`src/rtl/hack_alu_arb.sv`:
```
// hack_alu_arb
//   Shares one combinational Hack ALU (zx/nx/zy/ny/f/no) between two
//   requesters. Stage S1 holds the accepted operands and stage S2 holds
//   the computed result. Results leave in acceptance order, tagged with
//   the id of the requester that issued them.
//
// Configuration macro:
//   HACK_ALU_ARB_RR_EN  defined   -> round-robin arbitration on contest
//                       undefined -> fixed priority, port 0 wins
//
// Ports:
//   clk, reset                       clock, synchronous active-high reset
//   req0_valid/ready/x/y/op          requester 0 handshake and operands
//   req1_valid/ready/x/y/op          requester 1 handshake and operands
//   resp_valid/ready                 result handshake toward the consumer
//   resp_id, resp_out, resp_zr/ng    result tag, value and flags
module hack_alu_arb #(
  parameter int WIDTH = 16
) (
  input  logic             clk,
  input  logic             reset,
  input  logic             req0_valid,
  output logic             req0_ready,
  input  logic [WIDTH-1:0] req0_x,
  input  logic [WIDTH-1:0] req0_y,
  input  logic [5:0]       req0_op,
  input  logic             req1_valid,
  output logic             req1_ready,
  input  logic [WIDTH-1:0] req1_x,
  input  logic [WIDTH-1:0] req1_y,
  input  logic [5:0]       req1_op,
  output logic             resp_valid,
  input  logic             resp_ready,
  output logic             resp_id,
  output logic [WIDTH-1:0] resp_out,
  output logic             resp_zr,
  output logic             resp_ng
);

  logic             s1_valid_q, s1_valid_d;
  logic [WIDTH-1:0] s1_x_q, s1_x_d;
  logic [WIDTH-1:0] s1_y_q, s1_y_d;
  logic [5:0]       s1_op_q, s1_op_d;
  logic             s1_id_q, s1_id_d;

  logic             s2_valid_q, s2_valid_d;
  logic [WIDTH-1:0] s2_out_q, s2_out_d;
  logic             s2_zr_q, s2_zr_d;
  logic             s2_ng_q, s2_ng_d;
  logic             s2_id_q, s2_id_d;

  logic             s2_free, s1_free;
  logic             grant;
  logic             accept;
  logic             s2_load;
  logic [WIDTH-1:0] alu_out;

  assign s2_free = !s2_valid_q || resp_ready;
  assign s1_free = !s1_valid_q || s2_free;
  assign s2_load = s1_valid_q && s2_free;

`ifdef HACK_ALU_ARB_RR_EN
  logic last_grant_q, last_grant_d;

  // On a contest the port that did not win the last transfer goes first.
  always_comb begin
    if (req0_valid && req1_valid) grant = !last_grant_q;
    else                          grant = req1_valid && !req0_valid;
  end

  // Only real transfers move the round-robin pointer; stalled contests don't.
  always_comb begin
    last_grant_d = last_grant_q;
    if (accept) last_grant_d = grant;
  end

  always_ff @(posedge clk) begin
    if (reset) last_grant_q <= 1'b1;
    else       last_grant_q <= last_grant_d;
  end
`else
  always_comb begin
    grant = !req0_valid && req1_valid;
  end
`endif

  // Readies are forced low during reset so nothing is taken on that edge.
  assign req0_ready = !reset && s1_free && (grant == 1'b0);
  assign req1_ready = !reset && s1_free && (grant == 1'b1);
  assign accept     = (req0_valid && req0_ready) || (req1_valid && req1_ready);

  // Hack ALU over the S1 operands.
  always_comb begin
    logic [WIDTH-1:0] xa, ya, o;
    xa = s1_op_q[5] ? '0 : s1_x_q;
    xa = s1_op_q[4] ? ~xa : xa;
    ya = s1_op_q[3] ? '0 : s1_y_q;
    ya = s1_op_q[2] ? ~ya : ya;
    o  = s1_op_q[1] ? (xa + ya) : (xa & ya);
    alu_out = s1_op_q[0] ? ~o : o;
  end

  // S1: load from the granted port, otherwise drain into S2 when it frees up.
  always_comb begin
    s1_valid_d = s1_valid_q;
    s1_x_d     = s1_x_q;
    s1_y_d     = s1_y_q;
    s1_op_d    = s1_op_q;
    s1_id_d    = s1_id_q;
    if (accept) begin
      s1_valid_d = 1'b1;
      s1_id_d    = grant;
      s1_x_d     = grant ? req1_x  : req0_x;
      s1_y_d     = grant ? req1_y  : req0_y;
      s1_op_d    = grant ? req1_op : req0_op;
    end else if (s2_load) begin
      s1_valid_d = 1'b0;
    end
  end

  // S2: result data only changes when a new result loads, so resp_* stay
  // stable while the consumer stalls and after the last result drains.
  always_comb begin
    s2_valid_d = s2_valid_q;
    s2_out_d   = s2_out_q;
    s2_zr_d    = s2_zr_q;
    s2_ng_d    = s2_ng_q;
    s2_id_d    = s2_id_q;
    if (s2_load) begin
      s2_valid_d = 1'b1;
      s2_out_d   = alu_out;
      s2_zr_d    = (alu_out == '0);
      s2_ng_d    = alu_out[WIDTH-1];
      s2_id_d    = s1_id_q;
    end else if (s2_valid_q && resp_ready) begin
      s2_valid_d = 1'b0;
    end
  end

  always_ff @(posedge clk) begin
    if (reset) begin
      s1_valid_q <= 1'b0;
      s1_x_q     <= '0;
      s1_y_q     <= '0;
      s1_op_q    <= '0;
      s1_id_q    <= 1'b0;
      s2_valid_q <= 1'b0;
      s2_out_q   <= '0;
      s2_zr_q    <= 1'b0;
      s2_ng_q    <= 1'b0;
      s2_id_q    <= 1'b0;
    end else begin
      s1_valid_q <= s1_valid_d;
      s1_x_q     <= s1_x_d;
      s1_y_q     <= s1_y_d;
      s1_op_q    <= s1_op_d;
      s1_id_q    <= s1_id_d;
      s2_valid_q <= s2_valid_d;
      s2_out_q   <= s2_out_d;
      s2_zr_q    <= s2_zr_d;
      s2_ng_q    <= s2_ng_d;
      s2_id_q    <= s2_id_d;
    end
  end

  assign resp_valid = s2_valid_q;
  assign resp_out   = s2_out_q;
  assign resp_zr    = s2_zr_q;
  assign resp_ng    = s2_ng_q;
  assign resp_id    = s2_id_q;

endmodule

```
`config.mk`:
```
export PLATFORM = sky130hd
export DESIGN_NAME = hack_alu_arb
export DESIGN_NICKNAME = d
export VERILOG_FILES = /design/src/rtl/hack_alu_arb.sv
export SDC_FILE = /design/constraint.sdc
export NUM_CORES = 1
export LEC_CHECK = 0
export ABC_AREA = 1
export BUFFER_PORTS_ARGS = -buffer_cell sky130_fd_sc_hd__buf_2
export CAP_MARGIN = 0
export CORE_ASPECT_RATIO = 1.25
export CORE_MARGIN = 2
export CORE_UTILIZATION = 55
export DETAILED_ROUTE_END_ITERATION = 16
export PLACE_DENSITY = 0.87
export SKIP_LAST_GASP = 1
export SYNTH_ARGS = -nofsm -noshare
export SYNTH_HDL_FRONTEND = slang
export SYNTH_SLANG_ARGS = --single-unit
```
`constraint.sdc`:
```
create_clock -name clk -period 5.93 [get_ports clk]
set_input_delay 0.2965 -clock clk [delete_from_list [all_inputs] [get_ports clk]]
set_output_delay 0.2965 -clock clk [all_outputs]
set_load 0.01 [all_outputs]
```
==> results of run 1 <==
==> worst max-delay path, delay by kind of cell (launching register included) <==
family,cells,cell delay [ns]
buffers and inverters,1,0.16
AOI/OAI and AO/OA,1,0.11
xor gates and xnor gates,1,0.20
adders and majority gates,2,0.72
and+or+nand+nor,12,1.16
DFF,1,0.85
==> stage by stage <==
step	cells	hold slack, ns
final	953	0.246
after floorplan	776	0.456
after CTS	953	0.242
after global routing	953	0.261
after detailed placement	937	0.470
after global placement	937	0.463
==> logic make-up after synthesis <==
family	synth area share, %
and+or+nand+nor	37.4
buffers and inverters	12.5
AOI/OAI and AO/OA	12.9
DFF	25.7
xor gates and xnor gates	6.67
adders and majority gates	4.79
==> layer usage <==
metal  up-vias  share of wire [%]
li1       2575                  -
met1      2146                 44
met2       174                 48
met3        25                5.0
met4         0                2.8
met5         -                  0
==> power by group through the flow <==
stage	Clock, mW	Sequential [mW]	Combinational (mW)
after floorplan	0	0.444	0.298
after global placement	0	0.456	0.377
after detailed placement	0	0.457	0.382
after CTS	0.358	0.448	0.385
after global routing	0.378	0.452	0.440
final	0.354	0.449	0.387
==> synthesized netlist by cell type <==
master / n / area, µm²
a21oi_2: 1 / 8.76
inv_1: 94 / 353
nor2_2: 2 / 12.5
o211ai_1: 14 / 105
buf_4: 3 / 22.5
o21ai_0: 10 / 50.1
buf_1: 2 / 7.51
a21oi_1: 81 / 405
a31o_2: 1 / 8.76
nand4_1: 6 / 37.5
o21ai_1: 2 / 10.0
fa_1: 1 / 20.0
clkinv_1: 2 / 7.51
clkbuf_1: 24 / 90.1
nand3_2: 5 / 50.1
dfxtp_1: 59 / 1180
buf_2: 10 / 50.1
ha_1: 16 / 200
buf_6: 1 / 11.3
nand2_1: 263 / 987
or2_2: 4 / 25.0
nor3_2: 1 / 10.0
nand3_1: 62 / 310
nor2_1: 57 / 214
o22ai_1: 1 / 6.26
nand3b_1: 1 / 7.51
inv_2: 9 / 33.8
nand2_2: 5 / 31.3
xor2_1: 35 / 307
and2_1: 2 / 12.5
nor2_4: 2 / 22.5
==> path summary, 6_finish.rpt <==
check	slack, ns	depth (start not counted)	end
max reg2reg	2.68	17	resp_zr
max	2.68	17	resp_zr
min reg2reg	0.48	2	resp_id
min	0.25	4	resp_valid
==> final cells by class <==
cell class,instances,area (µm²)
Sequential cell,59,1180
Clock inverter,5,53.8
Tap cell,97,121
Fill cell,762,2930
Inverter,105,394
Timing Repair Buffer,104,526
Multi-Input combinational cell,572,2860
Clock buffer,11,131
==> sequential cells by signal, indices dropped and copies added, names as in the netlist <==
name and cells:
s1_valid_q 1, resp_valid 1, s1_id_q 1, s1_op_q 6
resp_id 1, s1_y_q 16, resp_out 16, s1_x_q 16
resp_zr 1
==> flow_metrics.env, run 1 <==
export IMPL_p_per_area_mw_per_mm2=226
export IMPL_avgViaCountPerCell=5.16
export IMPL_antenna_cells=0
export IMPL_grt_util_met3_pct=4.04
export IMPL_crit_path_top_delay_cell="dfxtp_1"
export IMPL_ys_warn_count=0
export IMPL_cpPeakStageDelay_ns=0.85
export IMPL_clk_pin_slew_worst_paths_ns=0.07
export IMPL_grt_start_max_net_pins=79
export IMPL_netSwitchingPower_mw=0.430
export IMPL_startpoint_type="flip-flop"
export IMPL_rows=37
export IMPL_cp_end_kind="flip-flop"
export IMPL_period_share_pct=54.8
export IMPL_die_h_um=106
export IMPL_ir_drop_uv=103
export IMPL_period_minus_slack_ns=3.25
export IMPL_pre_cts_slack_ns=2.74
export IMPL_drt_antenna_violating_nets=0
export IMPL_overflow=0
export IMPL_drc=0
export IMPL_maxSlewHeadroom_pct=28.6
export IMPL_netlist_instances=776
export IMPL_io_pins=103
export IMPL_track_usage_pct=25.7
export IMPL_final_area_mm2=0.00526
export IMPL_met1_usage_pct=31.6
export IMPL_initial_core_util_pct=56.1
export IMPL_grt_pass1_vias=4435
export IMPL_drt_wl_total_um=11200
export IMPL_cts_tree="yes"
export IMPL_power_frac_seq_pct=37.7
export IMPL_busiest_layer="met2"
export IMPL_comb_power_share_pct=32.5
export IMPL_grt_pass1_wl_um=19200
export IMPL_clkPwrFrac_pct=29.7
export IMPL_syn_cell_area_mm2=0.00460
export IMPL_syn_nets=874
export IMPL_area_growth_pct=14.4
export IMPL_antenna_found_initial=0
export IMPL_synth_seq_cells=59
export IMPL_avgSynthCellArea_um2=5.93
export IMPL_first_pass_iters=5
export IMPL_clk_latency_ns=0.35
export IMPL_p_int_mw=0.760
export IMPL_synth_distinct_cells=31
export IMPL_cp_max_fo=16
export IMPL_vias=4920
export IMPL_cts_path_max_buffers=2
export IMPL_numPortBuffers=102
export IMPL_worstSetupPathType="flip-flop to flip-flop"
export IMPL_cp_arrival_ns=3.52
export IMPL_hold_viol=0
export IMPL_die_area_mm2=0.00911
export IMPL_post_cts_resized=0
export IMPL_cpMostUsedCell="nand3_1"
export IMPL_rsz0062_at_grt="false"
export IMPL_ctsHoldBuffers=0
export IMPL_setup_violations_final=0
export IMPL_final_cell_mix="nand2_1, buf_2, inv_1, a21oi_1, nand3_1"
export IMPL_met2_usage_pct=43.5
export IMPL_fin_tns_setup_ns=0
export IMPL_max_freq_mhz=308
export IMPL_holdCritStartpoint="resp_ready"
export IMPL_p_leak_nw=2.99
export IMPL_layout_commonest_cell="nand2_1"
export IMPL_fin_ws_ns=2.68
export IMPL_power_mw=1.19
export IMPL_cp_startpoint="s1_op_q[4]"
export IMPL_required_ns=6.20
export IMPL_hp_class="primary input to flip-flop"
export IMPL_numCtsBuffers=9
export IMPL_dpl_cell_area_mm2=0.00508
export IMPL_layout_drive_gt1_share_pct=17.5
export IMPL_maxCapViolations=0
export IMPL_num_nets_final=949
export IMPL_chipWidth_um=85.8
export IMPL_place_congestion=0.912
export IMPL_slew_violations=0
export IMPL_drt_initial_drc_count=276
export IMPL_htree_levels=3
export IMPL_p_sw_share_pct=36.1
export IMPL_hpwlAfterDp_um=8510
export IMPL_cts_sinks=59
export IMPL_cts_root_buf="clkbuf_8"
export IMPL_wl_per_cell_um=11.8
export IMPL_seq_area_frac_synth_pct=25.7
export IMPL_skew_ns=0.0106
export IMPL_coreArea_mm2=0.00819
export IMPL_status="finished clean"
export IMPL_fin_util_pct=64.2
export IMPL_worst_pin_slew_ns=1.07
export IMPL_r2r_start="s1_op_q[4]"
export IMPL_cts_setup_buffers=0
export IMPL_crit_chain="inv_1 > xor2_1 > ha_1 > fa_1 > nand3_1 > nand3_1 > nand3_1 > nand3_1 > nand2_1 > nand2_1 > nand2_1 > nand3_1 > nand2_1 > nand3_1 > nor2_1 > nand2_1 > a21oi_2"
No activity file was read; power rests on OpenSTA's default activity.
==> inputs of run 2 (changes only) <==
Settings changed: ABC_AREA 1 to 0, CORE_UTILIZATION 55 to 54.
Clock period 5.93 ns to 3.4 ns, I/O delays scaled along.
==> run 2 against run 1 <==
Wire length is 5.9% lower; critical path type unchanged; sequential share of layout area is 0.98 points higher; total power is 100% higher; combinational power is 140% higher; utilization is 4.1 points higher; die area is 7.9% lower; critical path depth is 5 lower; register-to-register slack worse by 2.5 ns.
==> flow_metrics.env, run 2 <==
export IMPL_status="finished clean"
export IMPL_synth_edf_count=0
export IMPL_syn_nets=648
export IMPL_numCtsBuffers=9
export IMPL_netlist_instances=550
export IMPL_cp_max_fo=10
export IMPL_worst_pin_slew_ns=1.04
export IMPL_initial_core_util_pct=56.0
export IMPL_overflow=0
export IMPL_vias=4196
export IMPL_antenna_cells=0
export IMPL_worst_path_stages=12
export IMPL_synth_top_cell_area_share_pct=28.5
export IMPL_place_congestion=1.01
export IMPL_critPathCapture="resp_zr"
export IMPL_drt_antenna_violating_nets=0
export IMPL_rows=35
export IMPL_cpPeakStageDelay_ns=0.40
export IMPL_critical_path_top_delay_family="simple AND/OR/NAND/NOR gates"
export IMPL_hpwlAfterDp_um=8070
export IMPL_syn_cell_area_mm2=0.00414
export IMPL_maxCapViolations=0
export IMPL_layout_commonest_cell="nand2_1"
export IMPL_avgViaCountPerCell=5.66
export IMPL_p_leak_nw=2.18
export IMPL_cp_startpoint="s1_op_q[5]"
export IMPL_num_nets_final=742
export IMPL_die_area_mm2=0.00839
export IMPL_htree_levels=3
export IMPL_p_per_area_mw_per_mm2=480
export IMPL_hp_class="primary input to flip-flop"
export IMPL_cp_end_kind="flip-flop"
export IMPL_crit_buf_inv=1
export IMPL_yosysTopAreaCell="dfxtp_1"
export IMPL_ctsHoldBuffers=0
export IMPL_area_growth_pct=22.1
export IMPL_hold_viol=0
export IMPL_yosys_cell_count_top_type="nand2_1"
export IMPL_clk_pin_slew_worst_paths_ns=0.08
export IMPL_cts_path_max_buffers=2
export IMPL_cts_sinks=59
export IMPL_crit_path_top_delay_cell="or4_1"
export IMPL_ys_flop_type="dfxtp_1"
export IMPL_setup_violations_final=0
export IMPL_first_pass_iters=7
export IMPL_seq_area_frac_synth_pct=28.5
export IMPL_fill_cells=609
export IMPL_drt_wl_total_um=10500
export IMPL_synth_area_top_cells="dfxtp_1, nand2_1, xnor2_1"
export IMPL_period_share_pct=95.4
export IMPL_final_cell_mix="nand2_1, buf_2, nor2_1, dfxtp_1, xnor2_1"
export IMPL_maxSlewHeadroom_pct=30.5
export IMPL_synth_seq_cells=59
export IMPL_grt_pass1_wl_um=17400
export IMPL_worstRegToRegCells=12
export IMPL_wl_per_cell_um=14.2
export IMPL_ys_warn_count=0
export IMPL_synth_distinct_cells=55
export IMPL_cpMostUsedCell="xnor2_1"
export IMPL_slew_violations=0
export IMPL_grt_pass1_vias=3970
export IMPL_avgSynthCellArea_um2=7.53
export IMPL_drt_initial_drc_count=305
export IMPL_r2r_start="s1_op_q[5]"
export IMPL_chipWidth_um=82.3
export IMPL_drc=0
export IMPL_startpoint_type="flip-flop"
export IMPL_required_ns=3.66
export IMPL_ir_drop_uv=282
export IMPL_r2r_slack_ns=0.16
export IMPL_async_flop_share_pct=0
export IMPL_cts_tree="yes"
export IMPL_max_freq_mhz=308
export IMPL_numPortBuffers=102
export IMPL_cp_arrival_ns=3.51
export IMPL_skew_ns=0.0102
export IMPL_period_minus_slack_ns=3.24
export IMPL_crit_chain="buf_4 > nand2b_1 > xnor2_1 > ha_1 > and2_1 > a221o_1 > and3_4 > or4_1 > a31oi_1 > xnor2_1 > or3_1 > o31ai_2"
export IMPL_whs_ns=0.0696
export IMPL_fin_tns_setup_ns=0
export IMPL_track_usage_pct=26.1
export IMPL_die_h_um=102
export IMPL_antenna_found_initial=0
export IMPL_r2r_end="resp_zr"
export IMPL_synth_commonest_cells="nand2_1, nor2_1, dfxtp_1"
export IMPL_io_pins=103
export IMPL_layout_drive_gt1_share_pct=24.3
export IMPL_clk_latency_ns=0.35
export IMPL_coreArea_mm2=0.00740
export IMPL_grt_start_max_net_pins=67
export IMPL_worstSetupPathType="flip-flop to flip-flop"
export IMPL_cts_root_buf="clkbuf_8"
-- run 2: changes by cell type after synthesis, moves of 10 or more --
cell / before / now
a311oi_1: 0 / 40
nand2b_1: 0 / 36
nand3_1: 62 / 3
inv_1: 94 / 6
a21oi_1: 81 / 25
xnor2_1: 0 / 45
o211ai_1: 14 / 4
xor2_1: 35 / 7
nand2_1: 263 / 112
-- run 2: tightest hold or removal path: cells and delay by family --
family	cells	cell delay, ns
simple gates	1	0.04
buf+inv	1	0.09
compound gates	1	0.07
-- run 2: cells by family (layout without fill, tap and decap cells) --
kind of cell	after synthesis	after routing	synth area share, %
mux	10	10	2.54
buf+inv	48	147	4.56
simple gates	254	254	28.1
flops	59	59	28.5
xor+xnor	52	52	11.0
compound gates	110	110	20.0
fa+ha+maj	17	17	5.32
-- run 2: routing by layer --
| metal | up-vias | share of wire, % | track usage, % |
|---|---|---|---|
| li1 | 2112 | - | - |
| met1 | 1898 | 42 | 30.4 |
| met2 | 163 | 51 | 46.7 |
| met3 | 23 | 5.4 | 4.51 |
| met4 | 0 | 1.9 | 9.74 |
| met5 | - | 0 | 0 |
-- run 2: final cells by class --
type,instances,area [µm²],share of cell area [%]
multi-input combinational,443,2810,55.5
sequential,59,1180,23.4
timing repair buffer,125,703,13.9
clock buffer,9,124,2.45
tap,92,115,2.28
clock inverter,7,101,2.00
inverter,6,22.5,0.445
-- run 2: through the flow --
| step | power [mW] | utilization (%) | setup slack (ns) | instances | area (µm²) |
|---|---|---|---|---|---|
| after detailed placement | 1.69 | 64.5 | 0.162 | 722 | 4770 |
| after floorplan | 1.43 | - | 0.0187 | 550 | 4150 |
| final | 2.43 | 68.4 | 0.155 | 741 | 5060 |
| after CTS | 2.41 | 67.5 | 0.0839 | 738 | 5000 |
| after global placement | 1.67 | 64.5 | 0.218 | 722 | 4770 |
| after global routing | 2.57 | 68.4 | -0.00554 | 741 | 5060 |
-- run 2: report_power, final --
group | switching [mW] | internal [mW]
clock | 0.307 | 0.417
combinational | 0.503 | 0.414
sequential | 0.0397 | 0.750
total | 0.850 | 1.58
-- run 2: worst min path at each step --
| stage | start | endpoint | slack [ns] | cells after the start |
|---|---|---|---|---|
| after floorplan | req1_x[0] | s1_x_q[0] | 0.33 | 2 |
| after global placement | req1_y[14] | s1_y_q[14] | 0.44 | 3 |
| after detailed placement | req1_y[12] | s1_y_q[12] | 0.44 | 3 |
| after CTS | req1_y[12] | s1_y_q[12] | 0.07 | 3 |
| after global routing | req1_x[3] | s1_x_q[3] | 0.08 | 3 |
| final | req1_y[12] | s1_y_q[12] | 0.07 | 3 |
-- run 2: repair_timing --
action / in CTS / in global routing
setup buffers: 0 / 2
hold endpoints to repair: 0 / 0
setup endpoints to repair: 0 / 2
gates resized for setup: 0 / 7
==> inputs of run 3 (changes only) <==
==> constraint.sdc (replaced) <==
create_clock -name clk -period 3.4 [get_ports clk]
set_input_delay 0.34 -clock clk [delete_from_list [all_inputs] [get_ports clk]]
set_output_delay 0.34 -clock clk [all_outputs]
set_load 0.01 [all_outputs]
==> run 3 against run 2 <==
Clock skew grew 0.0027 ns; die area is the same; count of clock-buffer cells in the layout grew 1; register-to-register slack is essentially flat; design area shrank 1.5%; via count shrank 0.45%; worst hold slack gained 0.17 ns; non-clock buffer count shrank 2; total power shrank 5.5%; critical endpoint unchanged.
==> flow_metrics.env, run 3 (same netlist as run 2, synthesis figures left out) <==
export IMPL_status="finished clean"
export IMPL_slew_violations=0
export IMPL_numPortBuffers=102
export IMPL_first_pass_iters=7
export IMPL_clk_latency_ns=0.35
export IMPL_cp_max_fo=9
export IMPL_power_frac_seq_pct=34.4
export IMPL_clkPwrFrac_pct=26.1
export IMPL_antenna_cells=0
export IMPL_r2r_start="s1_op_q[5]"
export IMPL_hp_class="primary input to flip-flop"
export IMPL_grt_pass1_vias=4015
export IMPL_critical_path_top_delay_family="simple AND/OR/NAND/NOR gates"
export IMPL_dpl_cell_area_mm2=0.00478
export IMPL_whs_path_depth=3
export IMPL_grt_start_max_net_pins=62
export IMPL_drt_wl_total_um=10200
export IMPL_cts_root_buf="clkbuf_8"
export IMPL_ir_drop_uv=272
export IMPL_rsz0062_at_grt="false"
export IMPL_drc=0
export IMPL_cpPeakStageDelay_ns=0.39
export IMPL_grt_pass1_wl_um=17300
export IMPL_cts_tree="yes"
export IMPL_comb_power_share_pct=39.6
export IMPL_track_usage_pct=26.1
export IMPL_max_freq_mhz=309
export IMPL_cp_arrival_ns=3.50
export IMPL_place_congestion=0.965
export IMPL_final_area_mm2=0.00498
export IMPL_crit_chain="buf_4 > nand2b_1 > xnor2_1 > ha_1 > and2_1 > a221o_1 > and3_1 > or4_1 > a31oi_1 > xnor2_1 > or3_1 > o31ai_2"
export IMPL_numCtsBuffers=9
export IMPL_netSwitchingPower_mw=0.845
export IMPL_power_mw=2.30
export IMPL_antenna_found_initial=0
export IMPL_layout_drive_gt1_share_pct=23.6
export IMPL_worstRegToRegCells=12
export IMPL_clk_pin_slew_worst_paths_ns=0.08
export IMPL_fin_tns_setup_ns=0
export IMPL_cts_sinks=59
export IMPL_setup_violations_final=0
export IMPL_r2r_end="resp_zr"
export IMPL_overflow=0
export IMPL_period_share_pct=95.1
export IMPL_maxCapViolations=0
export IMPL_io_pins=103
export IMPL_p_sw_share_pct=36.8
export IMPL_required_ns=3.67
export IMPL_whs_ns=0.241
export IMPL_fin_util_pct=67.3
export IMPL_holdCritStartpoint="req1_y[11]"
export IMPL_area_growth_pct=20.3
export IMPL_cp_startpoint="s1_op_q[5]"
export IMPL_die_area_mm2=0.00839
export IMPL_cpMostUsedCell="xnor2_1"
export IMPL_coreArea_mm2=0.00740
export IMPL_p_per_area_mw_per_mm2=461
export IMPL_htree_levels=3
export IMPL_avgViaCountPerCell=5.65
export IMPL_maxSlewHeadroom_pct=32.5
export IMPL_p_int_mw=1.45
export IMPL_min_to="s1_y_q[11]"
export IMPL_drt_antenna_violating_nets=0
export IMPL_initial_core_util_pct=56.0
export IMPL_crit_buf_inv=1
export IMPL_crit_path_top_delay_cell="or4_1"
export IMPL_hold_viol=0
export IMPL_period_minus_slack_ns=3.23
export IMPL_startpoint_type="flip-flop"
export IMPL_worst_pin_slew_ns=1.01
export IMPL_wl_per_cell_um=13.8
export IMPL_vias=4177
export IMPL_chipWidth_um=82.3
export IMPL_drt_initial_drc_count=323
export IMPL_cp_end_kind="flip-flop"
export IMPL_rows=35
export IMPL_skew_ns=0.0128
export IMPL_num_nets_final=740
export IMPL_fill_cells=629
export IMPL_hpwlAfterDp_um=7960
export IMPL_p_leak_nw=2.15
export IMPL_r2r_slack_ns=0.17
export IMPL_worstSetupPathType="flip-flop to flip-flop"
export IMPL_die_h_um=102
export IMPL_ctsHoldBuffers=0
export IMPL_final_cell_mix="nand2_1, buf_2, nor2_1, dfxtp_1, xnor2_1"
export IMPL_cts_path_max_buffers=2
export IMPL_layout_commonest_cell="nand2_1"
run 3: worst reg2reg max path, stage by stage, from the launching register on:
cell      delay (ns)
dfxtp_1         0.34
buf_4           0.16
nand2b_1        0.16
xnor2_1         0.13
ha_1            0.31
and2_1          0.19
a221o_1         0.38
and3_1          0.21
or4_1           0.39
a31oi_1         0.21
xnor2_1         0.10
or3_1           0.34
o31ai_2         0.23
run 3: metrics by stage:
stage / setup WS (ns) / instances
floorplan: 0.0187 / 550
global placement: 0.206 / 723
detailed placement: 0.155 / 723
CTS: 0.127 / 739
global route: 0.000747 / 739
finish: 0.166 / 739
run 3: layer usage:
| metal | wire (µm) | track usage [%] |
|---|---|---|
| met2 | 4980 | 45.9 |
| met3 | 601 | 4.15 |
| met1 | 4280 | 29.9 |
| met5 | 0 | 0 |
| met4 | 334 | 13.2 |
run 3: how the worst max path moves through the flow:
stage	slack, ns	cells past startpoint	end
2_1_floorplan	0.02	12	resp_zr
3_3_place_gp	0.21	12	resp_zr
3_5_place_dp	0.16	12	resp_zr
4_1_cts	0.13	12	resp_zr
5_1_grt	0.0007	12	resp_zr
6_report	0.17	12	resp_zr
run 3: final cells by class:
class,instances,area [µm²],area share (%)
multi-input cells,443,2800,56.2
flip-flops and latches,59,1180,23.7
repair buffers,123,681,13.7
clock buffers,10,138,2.76
well taps,92,115,2.31
clock inverters,6,47.5,0.954
inverters,6,22.5,0.452
run 3: repair_timing:
action | CTS | global route
setup endpoints to repair | 0 | 1
resized for setup | 0 | 4
buffers inserted | 0 | 0
run 3: power groups by stage:
| stage | logic, mW | clock network [mW] | registers [mW] |
|---|---|---|---|
| 2_1_floorplan | 0.635 | 0 | 0.799 |
| 3_3_place_gp | 0.866 | 0 | 0.803 |
| 3_5_place_dp | 0.887 | 0 | 0.806 |
| 4_1_cts | 0.893 | 0.603 | 0.790 |
| 5_1_grt | 1.01 | 0.632 | 0.798 |
| 6_report | 0.908 | 0.599 | 0.789 |
